===== config.mk =====
export PLATFORM = sky130hd
export DESIGN_NAME = acl2_motion_monitor
export DESIGN_NICKNAME = d
export VERILOG_FILES = /design/src/rtl/acl2_motion_monitor.sv
export SDC_FILE = /design/constraint.sdc
export NUM_CORES = 1
export LEC_CHECK = 0
export CORE_UTILIZATION = 45
export CTS_CLUSTER_SIZE = 28
export DETAILED_ROUTE_END_ITERATION = 10
export PLACE_DENSITY_LB_ADDON = 0.05
export SYNTH_ARGS = -nofsm -noshare
export SYNTH_HDL_FRONTEND = slang
export SYNTH_SLANG_ARGS = --single-unit

===== constraint.sdc =====
create_clock -name clock -period 5.15 [get_ports clock]
set_input_delay 1.03 -clock clock [delete_from_list [all_inputs] [get_ports clock]]
set_output_delay 1.03 -clock clock [all_outputs]
set_load 0.005 [all_outputs]

===== src/rtl/acl2_motion_monitor.sv =====
// acl2_motion_monitor
// Sample sequencer and motion detector sitting between the alarm-system top
// level and the PmodACL2 accelerometer driver. Requests a sample every PERIOD
// cycles, compares each sample with the previous one per axis, and raises a
// sticky motion alarm after HITS consecutive over-threshold samples. A driver
// that never answers a request is reported through the sticky fault flag.
module acl2_motion_monitor #(
  parameter int PERIOD    = 1000000,
  parameter int THRESHOLD = 16,
  parameter int HITS      = 3,
  parameter int TIMEOUT   = 4096
) (
  input  logic        clock,
  input  logic        reset,
  input  logic        enable,
  input  logic        alarmClear,
  input  logic        ready,
  output logic        fetch,
  input  logic        arrived,
  input  logic [31:0] acc,
  output logic [23:0] sample,
  output logic        sampleValid,
  output logic        motion,
  output logic        fault,
  output logic [7:0]  skipped
);

  localparam int TickW = $clog2(PERIOD);
  localparam int TimeW = $clog2(TIMEOUT + 1);

  localparam logic [TickW-1:0] tickLast  = TickW'(PERIOD - 1);
  localparam logic [TimeW-1:0] timeLimit = TimeW'(TIMEOUT);
  localparam logic [3:0]       hitMax    = 4'(HITS);
  localparam logic [8:0]       tripLevel = 9'(THRESHOLD);

  typedef enum logic [1:0] {
    IDLE,
    WAIT_TICK,
    WAIT_DATA,
    EVAL
  } stateT;

  stateT            state;
  logic [TickW-1:0] tickCount;
  logic [TimeW-1:0] waitCount;
  logic [23:0]      prevSample;
  logic             havePrev;
  logic [3:0]       hitCount;

  logic             tick;
  logic             issueFetch;
  logic             skipTick;
  logic             takeData;
  logic             dataTimeout;
  logic             evalStep;
  logic             tripped;
  logic [3:0]       hitNext;
  logic             motionSet;
  logic [8:0]       deltaX;
  logic [8:0]       deltaY;
  logic [8:0]       deltaZ;

  // The top byte of the driver word carries nothing this block needs.
  logic unusedAccHigh;
  assign unusedAccHigh = ^acc[31:24];

  // Absolute difference of two signed bytes. The 9-bit sign-extended
  // difference spans -255..255, so the magnitude always fits in 9 bits.
  function automatic logic [8:0] absDelta(input logic [7:0] newValue,
                                          input logic [7:0] oldValue);
    logic [8:0] diff;
    diff = {newValue[7], newValue} - {oldValue[7], oldValue};
    absDelta = diff[8] ? (~diff + 9'd1) : diff;
  endfunction

  // Sample-period counter; parked at zero whenever sampling is disabled so
  // that a fresh enable always waits a full period before the first request.
  always_ff @(posedge clock or posedge reset) begin
    if (reset) begin
      tickCount <= '0;
    end else if (!enable) begin
      tickCount <= '0;
    end else if (tickCount == tickLast) begin
      tickCount <= '0;
    end else begin
      tickCount <= tickCount + TickW'(1);
    end
  end

  assign tick = enable && (tickCount == tickLast);

  // Per-axis motion evaluation of the latched sample against the previous one.
  always_comb begin
    deltaX  = absDelta(sample[23:16], prevSample[23:16]);
    deltaY  = absDelta(sample[15:8],  prevSample[15:8]);
    deltaZ  = absDelta(sample[7:0],   prevSample[7:0]);
    tripped = (deltaX >= tripLevel) || (deltaY >= tripLevel) ||
              (deltaZ >= tripLevel);
    hitNext = 4'd0;
    if (tripped) begin
      hitNext = (hitCount >= hitMax) ? hitMax : (hitCount + 4'd1);
    end
  end

  // Decode the per-cycle actions of the sequencer; a low enable overrides
  // every state so nothing below fires while the block is being shut down.
  always_comb begin
    issueFetch  = enable && (state == WAIT_TICK) && tick && ready;
    skipTick    = enable && tick &&
                  (((state == WAIT_TICK) && !ready) || (state == WAIT_DATA));
    takeData    = enable && (state == WAIT_DATA) && arrived;
    dataTimeout = enable && (state == WAIT_DATA) && !arrived &&
                  (waitCount == timeLimit);
    evalStep    = enable && (state == EVAL);
    motionSet   = evalStep && havePrev && (hitNext == hitMax);
  end

  // Sequencer state: wait for a period tick, wait for the driver, evaluate.
  always_ff @(posedge clock or posedge reset) begin
    if (reset) begin
      state <= IDLE;
    end else if (!enable) begin
      state <= IDLE;
    end else begin
      unique case (state)
        IDLE: begin
          state <= WAIT_TICK;
        end
        WAIT_TICK: begin
          if (issueFetch) begin
            state <= WAIT_DATA;
          end
        end
        WAIT_DATA: begin
          if (takeData) begin
            state <= EVAL;
          end else if (dataTimeout) begin
            state <= WAIT_TICK;
          end
        end
        EVAL: begin
          state <= WAIT_TICK;
        end
        default: begin
          state <= IDLE;
        end
      endcase
    end
  end

  // One-cycle registered request pulse to the driver.
  always_ff @(posedge clock or posedge reset) begin
    if (reset) begin
      fetch <= 1'b0;
    end else begin
      fetch <= issueFetch;
    end
  end

  // Cycles spent waiting for the driver since the request was issued.
  always_ff @(posedge clock or posedge reset) begin
    if (reset) begin
      waitCount <= '0;
    end else if (issueFetch) begin
      waitCount <= '0;
    end else if ((state == WAIT_DATA) && (waitCount != timeLimit)) begin
      waitCount <= waitCount + TimeW'(1);
    end
  end

  // Saturating count of period ticks that could not start a request.
  always_ff @(posedge clock or posedge reset) begin
    if (reset) begin
      skipped <= 8'd0;
    end else if (skipTick && (skipped != 8'hFF)) begin
      skipped <= skipped + 8'd1;
    end
  end

  // Latch the driver's sample and remember it as the next comparison base.
  always_ff @(posedge clock or posedge reset) begin
    if (reset) begin
      sample     <= 24'd0;
      prevSample <= 24'd0;
    end else begin
      if (takeData) begin
        sample <= acc[23:0];
      end
      if (evalStep) begin
        prevSample <= sample;
      end
    end
  end

  // Baseline flag: the first sample after a restart or a lost response
  // only establishes the reference and is never compared.
  always_ff @(posedge clock or posedge reset) begin
    if (reset) begin
      havePrev <= 1'b0;
    end else if (!enable || dataTimeout) begin
      havePrev <= 1'b0;
    end else if (evalStep) begin
      havePrev <= 1'b1;
    end
  end

  // Consecutive tripped-sample counter; an evaluation in the same cycle as
  // a clear request keeps its own result.
  always_ff @(posedge clock or posedge reset) begin
    if (reset) begin
      hitCount <= 4'd0;
    end else if (!enable || dataTimeout) begin
      hitCount <= 4'd0;
    end else if (evalStep && havePrev) begin
      hitCount <= hitNext;
    end else if (alarmClear) begin
      hitCount <= 4'd0;
    end
  end

  // Sticky alarm and fault flags; a set in the same cycle as a clear wins.
  always_ff @(posedge clock or posedge reset) begin
    if (reset) begin
      motion <= 1'b0;
      fault  <= 1'b0;
    end else begin
      if (motionSet) begin
        motion <= 1'b1;
      end else if (alarmClear) begin
        motion <= 1'b0;
      end
      if (dataTimeout) begin
        fault <= 1'b1;
      end else if (alarmClear) begin
        fault <= 1'b0;
      end
    end
  end

  // One pulse per evaluated sample, baseline samples included.
  always_ff @(posedge clock or posedge reset) begin
    if (reset) begin
      sampleValid <= 1'b0;
    end else begin
      sampleValid <= evalStep;
    end
  end

endmodule


**After elaboration in Yosys (flattened, before gate mapping)**

Index checks and enable logic that the tools add are counted.
Widths: inputs -> output; s select.

- Register bits: 100
- Bits of input ports: 38
- Output and inout bits: 36
- Word-level logic and storage cells: 92

- Add/sub/neg operators: 10
- Order comparisons: 4
- Eq/ne operators: 10
- Multiplexer cells: 22
- Bitwise logic cells: 3
- Reductions and logical operators: 31

Operators by type and width:

| kind | number |
|---|---|
| $mux 20 | 2 |
| $add 9x1->9 const B | 3 |
| $ge 9x5->1 const B | 3 |
| $mux 9 | 3 |
| $not 9->9 | 3 |
| $sub 8x8->9 | 3 |
| $mux 13 | 2 |
| $add 20x1->20 const B | 1 |
| $eq 20x20->1 const B | 1 |
| $mux 4 | 5 |
| $logic_and 1x1->1 | 16 |
| $add 13x1->13 const B | 1 |
| $eq 13x13->1 const B | 1 |
| $ne 13x13->1 const B | 1 |
| $add 8x1->8 const B | 1 |
| $mux 2 | 4 |
| $ne 8x8->1 const B | 1 |
| $reduce_bool 2->1 | 4 |
| $pmux 2 s3 | 1 |
| $mux 1 | 5 |
| $add 4x1->4 const B | 1 |
| $eq 2x2->1 const B | 2 |
| $eq 4x2->1 const B | 1 |
| $ge 4x2->1 const B | 1 |
| 9 further kinds | 14 |

**Logic depth before layout (Yosys ltp)**

Gate-level depths: netlist of run 1.

- Depth in word-level cells: 11
- Gate-level depth with buffers: 14
- Gate-level depth less buffers: 14

**Least setup slack after synthesis of run 1**

No wires, ideal clock.

- Kind: register to register
- From: register sample[0]
- To: register hitCount[0]
- Library setup time: 0.122 ns
- Arrival: 2.824 ns
- Data required time: 5.028 ns
- Path slack: 2.204 ns
- Cell stages (with the launch flop): 14
- Buffers on the path: 0
- Clock period less this slack: 2.946 ns
- Cells stage by stage: dfrtp_1 > inv_1 > ha_1 > inv_1 > fa_1 > a21oi_1 > o21bai_1 > xnor2_1 > and4_4 > a21oi_2 > o32a_1 > nor4_1 > nand4b_1 > a32o_1

- Word-level cells in the longest chain between the ends: 9

RTL lines:

| what | RTL line | RTL |
|---|---|---|
| start, declared | 21 | `output logic [23:0] sample,` |
| start signal, assigned | 187 | `sample <= acc[23:0];` |
| $sub 8x8->9 * | 72 | `diff = {newValue[7], newValue} - {oldValue[7], oldValue};` |
| $not 9->9 | 73 | `absDelta = diff[8] ? (~diff + 9'd1) : diff;` |
| $add 9x1->9 | 73 |  |
| $mux 9 * | 73 |  |
| $ge 9x5->1 * | 98 | `(deltaZ >= tripLevel);` |
| $logic_or 1x1->1 * | 97 | `tripped = (deltaX >= tripLevel) \|\| (deltaY >= tripLevel) \|\|` |
| $mux 4 * | 100 | `if (tripped) begin` |
| $mux 4 * | 214 | `end else if (evalStep && havePrev) begin` |
| $mux 4 * | 212 | `end else if (!enable \|\| dataTimeout) begin` |
| end signal, assigned | 215 | `hitCount <= hitNext;` |
| end, declared | 48 | `logic [3:0] hitCount;` |

Mark *: on every way between the ends. The rest lies on a longest branch, timed or not.
A chain may end at the register's enable or synchronous reset.

**Final worst setup path of run 1**

- From: register sample[0]
- To: register motion

- Word-level cells in the longest chain between the ends: 10

RTL lines:

| what | RTL line | RTL |
|---|---|---|
| $sub 8x8->9 * | 72 |  |
| $not 9->9 | 73 |  |
| $add 9x1->9 | 73 |  |
| $mux 9 * | 73 |  |
| $ge 9x5->1 * | 98 |  |
| $logic_or 1x1->1 * | 97 |  |
| $mux 4 * | 100 |  |
| $eq 4x2->1 * | 115 | `motionSet = evalStep && havePrev && (hitNext == hitMax);` |
| $logic_and 1x1->1 * | 115 |  |
| $mux 1 / $reduce_bool 2->1 (equally long branches) | -- |  |
| end signal, assigned | 224 | `motion <= 1'b0;` |
| end signal, assigned | 228 | `motion <= 1'b1;` |
| end signal, assigned | 230 | `motion <= 1'b0;` |
| end, declared | 23 | `output logic motion,` |

Marks and branches as above.

==> results by group, run 1 <==
Run status
  – Status: finished clean

Critical path
  – CP required: about 5400 ps
  – CP startpoint: sample[0]$_DFFE_PP0P_
  – WS Path Type: flip-flop to flip-flop
  – Worst EP arrival: roughly 3500 ps
  – Critical Path End Type: flip-flop
  – Reg-to-Reg Start: sample[0]$_DFFE_PP0P_
  – CP startpoint kind: flip-flop
  – Worst Path Max Fanout: 4

Layout
  – Share of cells above drive strength 1: 12.3%
  – Final non-filler cell total: 808
  – Final core occ: 56.3%
  – Layout Nets: roughly 710
  – Design area: 6880 um^2
  – Diodes inserted: 0
  – Synth-to-layout area growth: 19.6%

Synth
  – Largest area contributor in the netlist: dfrtp_1
  – FF+latch count, synth: 100
  – Synth top area cells: dfrtp_1 (44%), mux2_2 (9.2%), ha_1 (7.0%)
  – Synth warn: 0
  – Cell area after synthesis: approximately 5800 um^2
  – Asr flop ratio synth: 100%
  – Post-synth EDFFs: 0
  – Top_reg_cell synth: dfrtp_1
  – Mapped Avg Cell Area: 10.1 um^2
  – Yosys top cell area share: 43.5%
  – Post-Synthesis Net Count: between 600 and 700
  – Sequential-to-total area share from yosys stat: roughly 44%
  – Post-Synthesis Cells: 568
  – Post-synth cell types: 63

GRT
  – Initial antenna violation count: 0
  – Largest net degree at the start of global routing: 81
  – Total global routing track utilization: ~18%
  – First-pass GRT wire length: 19.2 mm
  – Vias in the first global route: 4278
  – Total grt overflow: 0

Clock network
  – Total CTS buffers: 9
  – CTS root buffer: clkbuf_16
  – Setup bufs post-CTS: 0
  – H-tree Lvls: 3
  – CTS clk-pin slew, worst paths: around 70 ps
  – CTS tree: done
  – Bufs on Longest Clock Path: 2
  – Hold-fix buffer count after cts: 0
  – Clock insertion delay at the later pin of the skew report: between 300 and 400 ps
  – Sink Count: 100
  – CTS-repair resized insts: 0

Timing
  – Hold WS: slightly below 500 ps
  – Min Tclk post-route: 3300 ps
  – Fin. Hold Viols: 0
  – Max Fclk: 303 MHz
  – Final setup vio count: 0
  – TNS Setup: 0 ps
  – RSZ-0062 raised after global routing: no
  – Fin. max-slew vios: 0
  – Tightest Pin Transition: 951 ps
  – Final period utilization: 64.0%
  – Max_slew headroom: 36.6%
  – Setup Skew: 5.90 ps

Place
  – Placed cell count: 793
  – Placement Cell Area: 6590 um^2
  – IO buf count: 65
  – Final Wtd Congestion: 0.766
  – Placed wire-length estimate: 7.89 mm

Drt
  – Routed vias: 4229
  – Post-route ant nets: 0
  – DRT iter0 DRCs: 105
  – Vias/cell: between 5 and 6
  – Final wirelength: about 11 mm
  – Post-DR wirelength/cell: around 13 um
  – TritonRoute pass-1 iters: 4
  – DRC: 0

Die
  – Chip Height: 115 um
  – Initial Util: approximately 47%
  – Die area: 13200 um^2
  – Die X-Extent: around 120 um
  – Ports: 74
  – Row count: 40
  – Core area: 12200 um^2

Pwr
  – Pwr/cell area: 216 nW/um^2
  – Peak VDD IR: roughly 0.25 mV
  – Sw power: 322 uW
  – Clock Power Share: 43.8%
  – Leak: 3.12 nW
  – Sw Ratio: approximately 22%
  – Gate power share: 3.1%
  – Register share of total power: 53.1%
  – Power Internal: between 1 and 1.5 mW

Hold path
  – Tightest Hold Check Type: flip-flop to flip-flop
  – Hold Startpoint: tickCount[0]$_DFF_PP0_

Run
  – Max_cap viols: 0
## final timing paths
path | end | slack, ps | cells after the start
setup reg to reg | motion$_DFFE_PP0P_ | 1850 | 13
setup / recovery | motion$_DFFE_PP0P_ | 1850 | 13
hold / removal | tickCount[0]$_DFF_PP0_ | 490 | 1
hold reg to reg | tickCount[0]$_DFF_PP0_ | 490 | 1
min in group asynchronous | sample[10]$_DFFE_PP0P_ | 1260 | 2
max in group asynchronous | sample[22]$_DFFE_PP0P_ | 3060 | 3
## logic make-up after synthesis
logic type,after synthesis,synth area share (%)
simple gates,188,17.0
compound gates,84,10.1
fa+ha+maj,35,8.01
mux,49,9.55
xor+xnor,50,7.62
flops,100,43.5
buf+inv,62,4.18
## final cells by class
type / instances / area [um^2]
fillers: 1117 / 5330
multi-input cells: 406 / 3010
flip-flops and latches: 100 / 2500
repair buffers: 69 / 681
clock buffers: 11 / 253
well taps: 168 / 210
inverters: 50 / 190
clock inverters: 4 / 33.8
## worst max-delay path: stages (launching register included)
cell and delay, ps:
dfrtp_1 390, inv_1 80, ha_1 180, inv_1 60, fa_1 420, a21oi_1 220, o21bai_1 100, xnor2_1 290
and4_4 300, a21oi_2 60, o32a_1 350, nor4_1 260, nand4b_1 210, a32o_1 270
## Yosys cell counts, types with 6 or more instances
| master | count |
|---|---|
| clkbuf_1 | 11 |
| o21ai_0 | 15 |
| nand2_1 | 31 |
| inv_1 | 50 |
| ha_1 | 32 |
| nand3_1 | 26 |
| nor2b_1 | 6 |
| nor3_1 | 15 |
| and3_1 | 8 |
| mux2_2 | 47 |
| xor2_1 | 29 |
| a21oi_1 | 17 |
| nand4_1 | 8 |
| xnor2_1 | 21 |
| nor2_1 | 53 |
| dfrtp_1 | 100 |
| a31oi_1 | 6 |
## flip-flops by register name (all words and copies together) (netlist names), 2 cells and up
register / cells
tickCount: 20
waitCount: 13
prevSample: 24
sample: 24
hitCount: 4
state: 2
skipped: 8
## power by group through the flow
| stage | logic (mW) | clock network, mW | registers [mW] |
|---|---|---|---|
| 3_5_place_dp | 0.0487 | 0 | 0.805 |
| 2_1_floorplan | 0.0190 | 0 | 0.804 |
| 4_1_cts | 0.0487 | 0.676 | 0.789 |
| 6_report | 0.0462 | 0.651 | 0.790 |
| 5_1_grt | 0.0525 | 0.706 | 0.790 |
| 3_3_place_gp | 0.0479 | 0 | 0.805 |
## layer usage
metal  track usage, %  share of wire [%]  vias to the layer above
met5                0                  0                        -
met4             4.94                1.1                        0
met3             5.54                3.7                       10
met2             32.8                 50                       40
met1             21.4                 45                     2066
li1                 -                  -                     2113
## layout by cell type, fill, tap and decap left out, types with 6 or more instances in the layout
| cell type | count |
|---|---|
| nor2b_1 | 6 |
| a31oi_1 | 6 |
| mux2_2 | 47 |
| o21ai_0 | 15 |
| clkbuf_16 | 9 |
| nand4_1 | 8 |
| ha_1 | 32 |
| nor3_1 | 15 |
| xnor2_1 | 21 |
| a21oi_1 | 17 |
| nand2_1 | 31 |
| clkdlybuf4s50_1 | 65 |
| inv_1 | 49 |
| nor2_1 | 53 |
| and3_1 | 8 |
| dfrtp_1 | 100 |
| nand3_1 | 26 |
| xor2_1 | 29 |
## metrics by stage
step           power [mW]  worst slack (ps)
5_1_grt              1.55              1590
3_5_place_dp        0.853              1880
2_1_floorplan       0.823              1500
6_report             1.49              1850
4_1_cts              1.51              1840
3_3_place_gp        0.852              1940
Note: power is estimated with default switching activity, not from simulation.
==> run 2, diff against run 1 <==
Clock period 5.15 ns to 3.15 ns, I/O delays scaled along.
==> results by group, run 2 (synthesis results as in run 1) <==
Run status
  – Status: finished with violations
  – Failing checks: setup timing

Die
  – Chip Height: 115 um (unchanged)
  – Ports: 74 (unchanged)
  – Die X-Extent: 115 um (unchanged)
  – Row count: 40 (unchanged)
  – Core area: 12200 um^2 (unchanged)
  – Initial Util: 47.1% (unchanged)
  – Die area: 13200 um^2 (unchanged)

Layout
  – Commonest non-fill, non-tap cell in the layout: dfrtp_1
  – Layout fillers: 1095 (-2.0%)
  – Regs by FF count: prevSample (24), sample (24), tickCount (20)
  – FF/Latch Area: 2500 um^2 (unchanged)
  – Final non-filler cell total: 818 (+1.2%)
  – Diodes inserted: 0 (unchanged)
  – Commonest cells after routing, fill and taps aside: dfrtp_1 (100), clkdlybuf4s50_1 (65), nor2_1 (53)
  – Synth-to-layout area growth: 22.9%
  – Layout Nets: 718 (+1.3%)
  – Final core occ: 57.9% (+1.6 points)
  – Share of cells above drive strength 1: 15.8% (+3.5 points)
  – Multi-input combinational cell area: 3100 um^2 (+3.1%)
  – Design area: 7070 um^2 (+2.8%)

Hold path
  – Hold Startpoint: tickCount[0]$_DFF_PP0_
  – Tightest Hold Check Type: flip-flop to flip-flop

GRT
  – Initial antenna violation count: 0 (unchanged)
  – First-pass GRT wire length: 19.7 mm (+2.7%)
  – Total global routing track utilization: 19.0% (+0.61 points)
  – Total grt overflow: 0 (unchanged)
  – Vias in the first global route: 4423 (+3.4%)
  – Largest net degree at the start of global routing: 101 (+25%)
  – Met1 Use GR: 22.1% (+0.70 points)
  – Busiest grt layer: met2
  – GR Layer Usage met3: 5.59% (+0.053 points)
  – GR Util met2: 33.7% (+0.92 points)

Critical path
  – Critical Path End Type: flip-flop
  – Worst Path Max Fanout: 3 (-1)
  – Worst EP arrival: 3400 ps (-140 ps)
  – WS Path Type: flip-flop to flip-flop
  – CP required: 3390 ps (-2000 ps)
  – Reg-to-Reg Start: sample[16]$_DFFE_PP0P_
  – CP startpoint: sample[16]$_DFFE_PP0P_
  – CP startpoint kind: flip-flop

Timing
  – RSZ-0062 raised after global routing: yes
  – Final setup vio count: 1 (+1)
  – Max Fclk: 317 MHz (+4.6%)
  – Min Tclk post-route: 3150 ps (-145 ps)
  – Fin. Hold Viols: 0 (unchanged)
  – Setup Skew: 8.37 ps (+2.47 ps)
  – Setup ws final: -2.90 ps (-1860 ps)
  – Fin. max-slew vios: 0 (unchanged)
  – Tightest Pin Transition: 584 ps (-367 ps)
  – Max_slew headroom: 61.0% (+24 points)
  – Final period utilization: 100% (+36 points)

Place
  – Final Wtd Congestion: 0.797 (+4.0%)
  – Placement Cell Area: 6640 um^2 (+0.66%)
  – IO buf count: 65 (unchanged)
  – Placed cell count: 797 (+0.50%)
  – Placed wire-length estimate: 7.93 mm (+0.49%)

Clock network
  – Total CTS buffers: 9 (unchanged)
  – Sink Count: 100 (unchanged)
  – Hold-fix buffer count after cts: 0 (unchanged)
  – Bufs on Longest Clock Path: 2 (unchanged)
  – CTS clk-pin slew, worst paths: 70 ps (about the same)
  – CTS tree: done
  – H-tree Lvls: 3 (unchanged)
  – CTS root buffer: clkbuf_16
  – Clock insertion delay at the later pin of the skew report: 350 ps (about the same)

Pwr
  – Design Power: 2.50 mW (+68%)
  – Pwr/cell area: 353 nW/um^2 (+63%)
  – Leak: 3.20 nW (+2.5%)
  – Peak VDD IR: 0.325 mV (+32%)

Run
  – Max_cap viols: 0 (unchanged)

Drt
  – Routed vias: 4292 (+1.5%)
  – DRT iter0 DRCs: 144 (+37%)
  – Post-route ant nets: 0 (unchanged)
  – Post-DR wirelength/cell: 13.9 um (+3.5%)
  – TritonRoute pass-1 iters: 4 (unchanged)
  – Vias/cell: 5.25 (+0.25%)
  – Final wirelength: 11.4 mm (+4.8%)
  – DRC: 0 (unchanged)
-- run 2: layout make-up --
| cell class | count | area share, % |
|---|---|---|
| multi-input cells | 406 | 43.9 |
| clock inverters | 4 | 0.796 |
| flip-flops and latches | 100 | 35.4 |
| clock buffers | 12 | 3.49 |
| inverters | 50 | 2.71 |
| well taps | 168 | 2.97 |
| repair buffers | 78 | 10.8 |
-- run 2: report_power, final --
group	internal, mW	switching [mW]	leakage [nW]	total, mW
combinational	0.0396	0.0396	1.71	0.0792
sequential	1.29	0.00363	1.35	1.29
clock	0.644	0.483	0.147	1.13
total	1.97	0.527	3.20	2.50
-- run 2: timing repair --
action / in CTS / in global routing
setup endpoints to repair: 3 / 3
setup buffers: 0 / 5
gates cloned: 0 / 0
pin swaps: 3 / 10
gates resized for setup: 4 / 17
-- run 2: critical path, cell delays in order (launching register included) --
cell	delay (ps)
dfrtp_1	390
inv_2	80
ha_4	130
inv_2	40
fa_2	460
inv_2	90
ha_4	120
nand3b_1	80
mux2_4	290
a311oi_4	310
nand4b_1	190
nand3_2	90
nor4_2	270
nand4b_1	200
a32o_1	300
-- run 2: final timing paths --
kind	end	slack, ps	cells past startpoint
setup / recovery	hitCount[1]$_DFFE_PP0P_	-3	14
hold / removal	tickCount[0]$_DFF_PP0_	470	1
setup reg to reg	hitCount[1]$_DFFE_PP0P_	-3	14
hold reg to reg	tickCount[0]$_DFF_PP0_	470	1
max in group asynchronous	sample[1]$_DFFE_PP0P_	1970	3
min in group asynchronous	sample[11]$_DFFE_PP0P_	760	3
-- run 2: metal layers --
layer	vias to the layer above	wire, um
met5	-	0
met4	0	133
met2	61	5750
met3	12	493
met1	2079	5010
li1	2140	-
-- run 2: metrics by stage --
| stage | worst slack [ps] | hold slack (ps) | setup TNS [ps] |
|---|---|---|---|
| after floorplan | 204 | 447 | 0 |
| after global placement | 59.0 | 463 | 0 |
| after detailed placement | -22.8 | 471 | -53.4 |
| after CTS | 6.70 | 481 | 0 |
| after global routing | -131 | 496 | -339 |
| final | -2.90 | 474 | -2.90 |
